### config.mk
export PLATFORM = sky130hd
export DESIGN_NAME = mem_access_ctrl_flat
export DESIGN_NICKNAME = d
export VERILOG_FILES = /design/src/rtl/mem_access_ctrl_if.sv /design/src/rtl/mem_access_ctrl.sv /design/src/flat_wrapper.sv
export SDC_FILE = /design/constraint.sdc
export NUM_CORES = 1
export LEC_CHECK = 0
export BUFFER_PORTS_ARGS = -buffer_cell sky130_fd_sc_hd__clkbuf_2
export CAP_MARGIN = 20
export CORE_ASPECT_RATIO = 1.1
export CORE_MARGIN = 2
export CORE_UTILIZATION = 53
export DETAILED_ROUTE_END_ITERATION = 10
export GPL_TIMING_DRIVEN = 0
export PLACE_DENSITY = 0.92
export SYNTH_ARGS = -nofsm -noshare
export SYNTH_HDL_FRONTEND = slang
export SYNTH_SLANG_ARGS = --single-unit
### constraint.sdc
create_clock -name clk -period 3.68 [get_ports clk]
set_input_delay 0.184 -clock clk [delete_from_list [all_inputs] [get_ports clk]]
set_output_delay 0.184 -clock clk [all_outputs]
set_load 0.03 [all_outputs]
### src/rtl/mem_access_ctrl_if.sv
`default_nettype none
// ==========================================================================
// mem_access_ctrl_if: CPU-side request/response bundle of mem_access_ctrl.
// Rev 1.0
// ==========================================================================
interface mem_access_ctrl_if;
  logic        req;
  logic        wr;
  logic        byte_op;
  logic [7:0]  addr;
  logic [31:0] wdata;
  logic [31:0] rdata;
  logic        busy;
  logic        done;
  logic        err;

  modport master (
    output req, wr, byte_op, addr, wdata,
    input  rdata, busy, done, err
  );

  modport slave (
    input  req, wr, byte_op, addr, wdata,
    output rdata, busy, done, err
  );
endinterface
`default_nettype wire

### src/rtl/mem_access_ctrl.sv
`default_nettype none
// ==========================================================================
// mem_access_ctrl: load/store sequencer for the RAM_B data block RAM; byte
// stores are read-modify-write, misaligned word accesses are rejected.
// Rev 1.0
// ==========================================================================
module mem_access_ctrl #(
  parameter int RAM_LAT = 1
) (
  input  logic             clk,
  input  logic             rst,
  mem_access_ctrl_if.slave cpu,
  output logic             ram_we,
  output logic [5:0]       ram_addr,
  output logic [31:0]      ram_din,
  input  logic [31:0]      ram_dout
);

  typedef enum logic [2:0] {
    IDLE  = 3'd0,
    WR    = 3'd1,
    RD    = 3'd2,
    MERGE = 3'd3,
    DONE  = 3'd4
  } state_t;

  // Read spans RAM_LAT+1 edges: one for the RAM to sample ram_addr, RAM_LAT for douta.
  localparam logic [1:0] LAST_CNT = 2'(RAM_LAT);

  state_t      state;
  logic [1:0]  cnt;
  logic        lat_wr;
  logic        lat_byte;
  logic [1:0]  lat_lane;
  logic [7:0]  lat_bdata;

  function automatic logic [7:0] pick_lane(input logic [31:0] word, input logic [1:0] lane);
    logic [7:0] b;
    case (lane)
      2'd0:    b = word[7:0];
      2'd1:    b = word[15:8];
      2'd2:    b = word[23:16];
      default: b = word[31:24];
    endcase
    return b;
  endfunction

  function automatic logic [31:0] merge_lane(input logic [31:0] word, input logic [1:0] lane,
                                             input logic [7:0] b);
    logic [31:0] w;
    w = word;
    case (lane)
      2'd0:    w[7:0]   = b;
      2'd1:    w[15:8]  = b;
      2'd2:    w[23:16] = b;
      default: w[31:24] = b;
    endcase
    return w;
  endfunction

  always_ff @(posedge clk) begin
    if (rst) begin
      state     <= IDLE;
      cnt       <= 2'd0;
      cpu.rdata <= 32'd0;
      cpu.busy  <= 1'b0;
      cpu.done  <= 1'b0;
      cpu.err   <= 1'b0;
      ram_we    <= 1'b0;
      ram_addr  <= 6'd0;
      ram_din   <= 32'd0;
      lat_wr    <= 1'b0;
      lat_byte  <= 1'b0;
      lat_lane  <= 2'd0;
      lat_bdata <= 8'd0;
    end else begin
      cpu.done <= 1'b0;
      cpu.err  <= 1'b0;
      ram_we   <= 1'b0;
      case (state)
        // The done cycle accepts a new request so back-to-back accesses have no gap.
        IDLE, DONE: begin
          if (cpu.req) begin
            lat_wr    <= cpu.wr;
            lat_byte  <= cpu.byte_op;
            lat_lane  <= cpu.addr[1:0];
            lat_bdata <= cpu.wdata[7:0];
            ram_addr  <= cpu.addr[7:2];
            cnt       <= 2'd0;
            if (!cpu.byte_op && (cpu.addr[1:0] != 2'd0)) begin
              state    <= DONE;
              cpu.busy <= 1'b0;
              cpu.done <= 1'b1;
              cpu.err  <= 1'b1;
            end else if (cpu.wr && !cpu.byte_op) begin
              state    <= WR;
              cpu.busy <= 1'b1;
              ram_we   <= 1'b1;
              ram_din  <= cpu.wdata;
            end else begin
              state    <= RD;
              cpu.busy <= 1'b1;
            end
          end else begin
            state    <= IDLE;
            cpu.busy <= 1'b0;
          end
        end
        WR, MERGE: begin
          state    <= DONE;
          cpu.busy <= 1'b0;
          cpu.done <= 1'b1;
        end
        RD: begin
          if (cnt == LAST_CNT) begin
            if (lat_wr) begin
              state   <= MERGE;
              ram_we  <= 1'b1;
              ram_din <= merge_lane(ram_dout, lat_lane, lat_bdata);
            end else begin
              state     <= DONE;
              cpu.busy  <= 1'b0;
              cpu.done  <= 1'b1;
              cpu.rdata <= lat_byte ? {24'd0, pick_lane(ram_dout, lat_lane)} : ram_dout;
            end
          end else begin
            cnt <= cnt + 2'd1;
          end
        end
        default: begin
          state    <= IDLE;
          cpu.busy <= 1'b0;
        end
      endcase
    end
  end

endmodule
`default_nettype wire
### src/flat_wrapper.sv
// flat-port wrapper written by rule: the top's interface ports become plain ports
module mem_access_ctrl_flat 
#(
  parameter int RAM_LAT = 1
)
  (clk, rst, ram_we, ram_addr, ram_din, ram_dout, cpu_req, cpu_wr, cpu_byte_op, cpu_addr, cpu_wdata, cpu_rdata, cpu_busy, cpu_done, cpu_err);
  mem_access_ctrl_if cpu_i ();
  input  logic clk;
  input  logic rst;
  output logic ram_we;
  output logic [5:0] ram_addr;
  output logic [31:0] ram_din;
  input  logic [31:0] ram_dout;
  input wire logic [$bits(cpu_i.req)-1:0] cpu_req;
  input wire logic [$bits(cpu_i.wr)-1:0] cpu_wr;
  input wire logic [$bits(cpu_i.byte_op)-1:0] cpu_byte_op;
  input wire logic [$bits(cpu_i.addr)-1:0] cpu_addr;
  input wire logic [$bits(cpu_i.wdata)-1:0] cpu_wdata;
  output wire logic [$bits(cpu_i.rdata)-1:0] cpu_rdata;
  output wire logic [$bits(cpu_i.busy)-1:0] cpu_busy;
  output wire logic [$bits(cpu_i.done)-1:0] cpu_done;
  output wire logic [$bits(cpu_i.err)-1:0] cpu_err;
  assign cpu_i.req = cpu_req;
  assign cpu_i.wr = cpu_wr;
  assign cpu_i.byte_op = cpu_byte_op;
  assign cpu_i.addr = cpu_addr;
  assign cpu_i.wdata = cpu_wdata;
  assign cpu_rdata = cpu_i.rdata;
  assign cpu_busy = cpu_i.busy;
  assign cpu_done = cpu_i.done;
  assign cpu_err = cpu_i.err;
  mem_access_ctrl #(.RAM_LAT(RAM_LAT)) u_core (.clk(clk), .rst(rst), .cpu(cpu_i), .ram_we(ram_we), .ram_addr(ram_addr), .ram_din(ram_din), .ram_dout(ram_dout));
endmodule
* Yosys cells after proc, flatten, opt, wreduce, memory -nomap -nowiden *
Cells that the tools add are included.
W data, S select, Z words.

operators by class
  add/sub/neg operators = 1
  equal/unequal tests = 14
  multiplexer cells = 37
  bitwise gates (word level) = 2
  reductions and logical operators = 16

operators with widths
  kind                  count
  $mux W32              6
  $pmux W32 S2          1
  $mux W8               4
  $pmux W8 S3           1
  $mux W1               13
  $mux W3               4
  $pmux W3 S3           1
  $ne A2 B2 Y1 const B  4
  $eq A3 B2 Y1 const B  2
  $mux W2               3
  $ne A2 B1 Y1 const B  3
  $reduce_and A3 Y1     2
  $reduce_and A6 Y1     1
  $reduce_or A2 Y1      3
  $eq A2 B1 Y1 const B  2
  $pmux W1 S2           2
  $pmux W2 S2           1
  $reduce_and A2 Y1     2
  $reduce_bool A2 Y1    2
  $eq A3 B1 Y1 const B  1
  $eq A3 B3 Y1 const B  1
  $logic_not A3 Y1      1
  $pmux W1 S3           1
  $reduce_or A3 Y1      1
  other kinds (6)       8

storage, ports and cells
  bits in registers = 91
  bits of input ports = 77
  output and inout bits = 74
  logic and storage cells = 83

* Logic depth before layout (Yosys ltp) *
  word-level depth = 6
  gate-level depth with buffers = 7

* Least setup slack after synthesis *
OpenSTA, ideal clock, no wires.

  path type = register to register
  from = register u_core.lat_lane[0]
  to = register u_core.cpu.rdata[1]
  setup time = 0.131 ns
  arrival = 1.411 ns
  required time = 3.549 ns
  setup slack = 2.137 ns
  cell stages (with the launch flop) = 6
  clock period less this slack = 1.543 ns
  cells stage by stage = dfxtp_1 > buf_2 > mux2_2 > a22o_1 > a221oi_1 > nor3_1

on the way
  longest elaborated chain between the ends = 3

ends and longest elaborated chain
  item                                  line                      RTL
  start: declaration                    mem_access_ctrl.sv:34     logic [1:0] lat_lane;
  start signal: assignment              mem_access_ctrl.sv:86     lat_lane <= cpu.addr[1:0];
  $eq A2 B2 Y1 (tied with other cells)  mem_access_ctrl.sv:39     case (lane)
  $pmux W8 S3 (*)                       mem_access_ctrl.sv:39
  $mux W32 (*)                          mem_access_ctrl.sv:124    cpu.rdata <= lat_byte ? {24'd0, pick_lane(ram_dout, lat_lane)} : ram_dout;
  end signal: assignment                mem_access_ctrl.sv:124
  end: declaration                      mem_access_ctrl_if.sv:24  output rdata, busy, done, err

Every way passes the cells marked *; elsewhere a longest branch is shown, timed or not.
A chain may end at the register's enable or synchronous reset.

* Worst setup path after layout *
  from = register u_core.cnt[0]
  to = register u_core.cpu.rdata[0]

on the way
  longest elaborated chain between the ends = 2

ends and longest elaborated chain
  item                         line                    RTL
  start: declaration           mem_access_ctrl.sv:31   logic [1:0] cnt;
  start signal: assignment     mem_access_ctrl.sv:127  cnt <= cnt + 2'd1;
  $eq A2 B1 Y1                 mem_access_ctrl.sv:115  if (cnt == LAST_CNT) begin
  $reduce_and A3 Y1 (no line)  -

No other way between the ends.

==> flow_summary.html <==
<table>
<tr><th>Metric</th><th>Value</th></tr>
<tr><th colspan="2">Cells and area</th></tr>
<tr><td>Leading cell type in the layout, fill and taps excluded</td><td>sky130_fd_sc_hd__clkbuf_2</td></tr>
<tr><td>Commonest cells after routing, fill and taps aside</td><td>sky130_fd_sc_hd__clkbuf_2, sky130_fd_sc_hd__nand2_1, sky130_fd_sc_hd__dfxtp_1, sky130_fd_sc_hd__a21oi_1, sky130_fd_sc_hd__a22o_1</td></tr>
<tr><td>Number of antenna repair diodes</td><td>0</td></tr>
<tr><td>Layout overhead on the synthesized area</td><td>26.1%</td></tr>
<tr><td>Final cell utilization of the core</td><td>roughly 69%</td></tr>
<tr><td>Layout filler cell count</td><td>604</td></tr>
<tr><td>Share of cells above drive strength 1</td><td>30.3%</td></tr>
<tr><td>Final layout net count</td><td>about 710</td></tr>
<tr><th colspan="2">Timing</th></tr>
<tr><td>Min setup slack post-route</td><td>approximately 1.8 ns</td></tr>
<tr><td>Maximum frequency from static timing analysis</td><td>~530 MHz</td></tr>
<tr><td>RSZ-0062 raised after global routing</td><td>no</td></tr>
<tr><td>Max-slew violation total from the final report</td><td>0</td></tr>
<tr><td>Min cycle time layout</td><td>1.87 ns</td></tr>
<tr><td>Hold Slack</td><td>0.0300 ns</td></tr>
<tr><td>Worst-case headroom to the max-slew limit</td><td>59.5%</td></tr>
<tr><td>Final count of hold timing violations</td><td>0</td></tr>
<tr><td>Tcrit/Tclk final</td><td>about 51%</td></tr>
<tr><td>Max Clock Skew</td><td>0.00701 ns</td></tr>
<tr><td>Worst slew pin tran</td><td>around 0.6 ns</td></tr>
<tr><td>Number of setup violations in the final report</td><td>0</td></tr>
<tr><td>Final setup TNS</td><td>0 ns</td></tr>
<tr><th colspan="2">Worst setup path</th></tr>
<tr><td>Data arrival time of the critical path</td><td>2.10 ns</td></tr>
<tr><td>CP max stage cell</td><td>sky130_fd_sc_hd__dfxtp_1</td></tr>
<tr><td>Crit path buf inv count</td><td>1</td></tr>
<tr><td>Launching element type of the critical path</td><td>flip-flop</td></tr>
<tr><td>Worst-path fanout max</td><td>10</td></tr>
<tr><td>Family with the most delay on the worst path</td><td>simple AND/OR/NAND/NOR gates</td></tr>
<tr><td>CP Cell Sequence</td><td>ha_1, nor2b_1, nand2_1, clkbuf_1, a221oi_1, nor3_1</td></tr>
<tr><td>Largest stage delay on the critical path</td><td>0.38 ns</td></tr>
<tr><td>Kind of capture point of the worst setup path</td><td>flip-flop</td></tr>
<tr><td>Required @ worst endpoint</td><td>slightly below 4 ns</td></tr>
<tr><td>Crit Path Category</td><td>reg2reg</td></tr>
<tr><th colspan="2">Clock network</th></tr>
<tr><td>Number of hold buffers added after CTS</td><td>0</td></tr>
<tr><td>Clk_lat worst skew</td><td>0.36 ns</td></tr>
<tr><td>Clock tree from TritonCTS</td><td>built</td></tr>
<tr><td>Count of clock tree sinks</td><td>91</td></tr>
<tr><td>Number of cells upsized or downsized after cts</td><td>0</td></tr>
<tr><td>Post-CTS Setup Repair Bufs</td><td>0</td></tr>
<tr><td>Number of CTS-inserted buffers</td><td>9</td></tr>
<tr><td>H-tree Lvls</td><td>3</td></tr>
<tr><td>Clk buf depth</td><td>2</td></tr>
<tr><td>Clock slew at the register clock pins of the worst setup and hold paths</td><td>0.09 ns</td></tr>
<tr><td>Root Buffer Master</td><td>sky130_fd_sc_hd__clkbuf_8</td></tr>
<tr><th colspan="2">Synthesis</th></tr>
<tr><td>Fraction of synthesized cell area taken by the top area cell type</td><td>44.4%</td></tr>
<tr><td>Top post-synthesis cells by area</td><td>sky130_fd_sc_hd__dfxtp_1, sky130_fd_sc_hd__nand2_1, sky130_fd_sc_hd__a22o_1, sky130_fd_sc_hd__mux2i_1, sky130_fd_sc_hd__a21oi_1</td></tr>
<tr><td>Synthesis-stage register bit count</td><td>91</td></tr>
<tr><td>Most frequently used flop master after synthesis</td><td>sky130_fd_sc_hd__dfxtp_1</td></tr>
<tr><td>Mean instance size in the synthesized netlist</td><td>8.67 um2</td></tr>
<tr><td>Synth Net Count</td><td>approximately 550</td></tr>
<tr><td>Mapped Area</td><td>4100 um2</td></tr>
<tr><td>Number of library cell types mapped by synthesis</td><td>38</td></tr>
<tr><td>Number of warnings reported in the yosys synthesis log</td><td>0</td></tr>
<tr><td>Largest area contributor in the synthesized netlist</td><td>sky130_fd_sc_hd__dfxtp_1</td></tr>
<tr><td>Share of synthesized area occupied by flip-flops and latches</td><td>44.4%</td></tr>
<tr><td>Number of instances in the synthesized netlist</td><td>473</td></tr>
<tr><td>FFs w/ async S/R, synth</td><td>0%</td></tr>
<tr><td>Number of enable flip-flop cells after synthesis</td><td>0</td></tr>
<tr><th colspan="2">Floorplan</th></tr>
<tr><td>Cell Rows</td><td>33</td></tr>
<tr><td>Initial cell density of the core</td><td>54.8%</td></tr>
<tr><td>Standard cell core area</td><td>7470 um2</td></tr>
<tr><td>Vertical extent of the die</td><td>96.2 um</td></tr>
<tr><td>Chip width</td><td>87.9 um</td></tr>
<tr><td>Die area</td><td>8450 um2</td></tr>
<tr><td>Top-level port count</td><td>151</td></tr>
<tr><th colspan="2">Global routing</th></tr>
<tr><td>Antenna violations before repair</td><td>0</td></tr>
<tr><td>All-layer global routing usage</td><td>30.1%</td></tr>
<tr><td>Global-route track usage on met3</td><td>approximately 6.5%</td></tr>
<tr><td>Wire length of the first global-routing pass</td><td>between 15 and 20 mm</td></tr>
<tr><td>Maximum number of pins on one net before global-route repair</td><td>15</td></tr>
<tr><td>Number of global-route vias before repair</td><td>3992</td></tr>
<tr><td>Global-route met2 utilization</td><td>49.4%</td></tr>
<tr><td>Most used routing layer in global routing</td><td>met2</td></tr>
<tr><td>Total grt overflow</td><td>0</td></tr>
<tr><td>Met1 track demand over resource</td><td>36.3%</td></tr>
<tr><th colspan="2">Routing</th></tr>
<tr><td>Count of antenna-violating nets left after detailed routing</td><td>0</td></tr>
<tr><td>Number of DRC violations after detailed-routing iteration 0</td><td>369</td></tr>
<tr><td>Aggregate routed wire length</td><td>12.9 mm</td></tr>
<tr><td>Number of remaining DRC errors</td><td>0</td></tr>
<tr><td>Detailed-route via count</td><td>about 4300</td></tr>
<tr><td>Pre-antenna DRT Iters</td><td>5</td></tr>
<tr><td>Routed length per placed instance</td><td>17.4 um</td></tr>
<tr><td>Routed via count divided by cell count</td><td>5.79</td></tr>
<tr><th colspan="2">Placed design</th></tr>
<tr><td>Worst slack after detailed placement</td><td>1.92 ns</td></tr>
<tr><td>Final estimated routing congestion in global placement</td><td>0.931</td></tr>
<tr><td>HPWL after detailed placement</td><td>about 10 mm</td></tr>
<tr><td>Count of input and output buffers</td><td>about 150</td></tr>
<tr><th colspan="2">Status</th></tr>
<tr><td>Outcome</td><td>finished clean</td></tr>
<tr><th colspan="2">Pwr</th></tr>
<tr><td>Power density over the cells</td><td>397 nW/um2</td></tr>
<tr><td>Leakage component of the power</td><td>2.40 nW</td></tr>
<tr><td>IR drop worst, VDD</td><td>between 200 and 250 uV</td></tr>
<tr><th colspan="2">Job</th></tr>
<tr><td>Total of max-cap violations</td><td>0</td></tr>
<tr><th colspan="2">Worst hold path</th></tr>
<tr><td>Path type of the worst min-delay path</td><td>in2reg</td></tr>
</table>
[cells in the mapped netlist (7+ instances only)]
cell                       instances
sky130_fd_sc_hd__nand2_1         104
sky130_fd_sc_hd__a21oi_1          46
sky130_fd_sc_hd__o21ai_0          26
sky130_fd_sc_hd__mux2i_1          26
sky130_fd_sc_hd__buf_2            10
sky130_fd_sc_hd__a22o_1           38
sky130_fd_sc_hd__nor2_1           22
sky130_fd_sc_hd__nand3b_1         24
sky130_fd_sc_hd__nor3_1            7
sky130_fd_sc_hd__clkbuf_1         20
sky130_fd_sc_hd__a31oi_1           8
sky130_fd_sc_hd__dfxtp_1          91
[report_power, final]
part           total (mW)  switching [mW]  internal (mW)
Clock               0.679           0.350          0.329
Sequential           1.03          0.0222           1.01
Combinational       0.341           0.213          0.129
Total                2.05           0.584           1.47
[layer usage]
layer	vias to the layer above	share of wire, %
met2	272	47
met4	0	4.0
li1	2001	-
met5	-	0
met3	53	10
met1	1967	39
[worst reg2reg max path, stage by stage, from the launching register on]
cell,delay [ns]
sky130_fd_sc_hd__dfxtp_1,0.38
sky130_fd_sc_hd__ha_1,0.30
sky130_fd_sc_hd__nor2b_1,0.22
sky130_fd_sc_hd__nand2_1,0.17
sky130_fd_sc_hd__clkbuf_1,0.27
sky130_fd_sc_hd__a221oi_1,0.31
sky130_fd_sc_hd__nor3_1,0.09
[flip-flops by register name, indices dropped and copies added (netlist names)]
name	flops
u_core.ram_din	32
u_core.lat_lane	2
u_core.cpu.done	1
u_core.cpu.err	1
u_core.ram_addr	6
u_core.cnt	2
u_core.ram_we	1
u_core.lat_bdata	8
u_core.cpu.rdata	32
u_core.cpu.busy	1
u_core.lat_byte	1
u_core.state	3
u_core.lat_wr	1
[worst paths after layout]
check                              to           startpoint  slack [ns]  cells after the start
setup / recovery  u_core.cpu.rdata[0]        u_core.cnt[0]        1.81                      6
hold reg to reg   u_core.cpu.rdata[8]  u_core.cpu.rdata[8]        0.46                      2
setup reg to reg  u_core.cpu.rdata[0]        u_core.cnt[0]        1.81                      6
hold / removal     u_core.ram_addr[5]          cpu_addr[7]        0.03                      3
[cell type report]
class                   count  area, um2  share of cell area, %
flip-flops and latches     91       1820                   35.2
clock buffers              11        141                   2.74
inverters                   1       3.75                 0.0726
repair buffers            149        746                   14.4
clock inverters             4       51.3                  0.992
well taps                 105        131                   2.54
multi-input cells         340       2060                   39.8
plain buffers              41        216                   4.19
[logic make-up after synthesis]
| group | Yosys count | synth area share, % |
|---|---|---|
| adder cells (fa/ha/maj) | 1 | 0.305 |
| AND/OR/NAND/NOR | 173 | 19.8 |
| AO/OA/AOI/OAI | 132 | 20.9 |
| buffers and inverters | 42 | 5.37 |
| multiplexers | 34 | 9.10 |
| flip-flops | 91 | 44.4 |
[stage by stage]
stage / instances / instance area, um2 / power (mW)
finish: 742 / 5170 / 2.05
global route: 742 / 5170 / 2.12
CTS: 742 / 5170 / 2.04
detailed placement: 727 / 4980 / 1.39
global placement: 727 / 4980 / 1.38
floorplan: 473 / 4100 / 1.26
No activity file was read; power rests on OpenSTA's default activity.
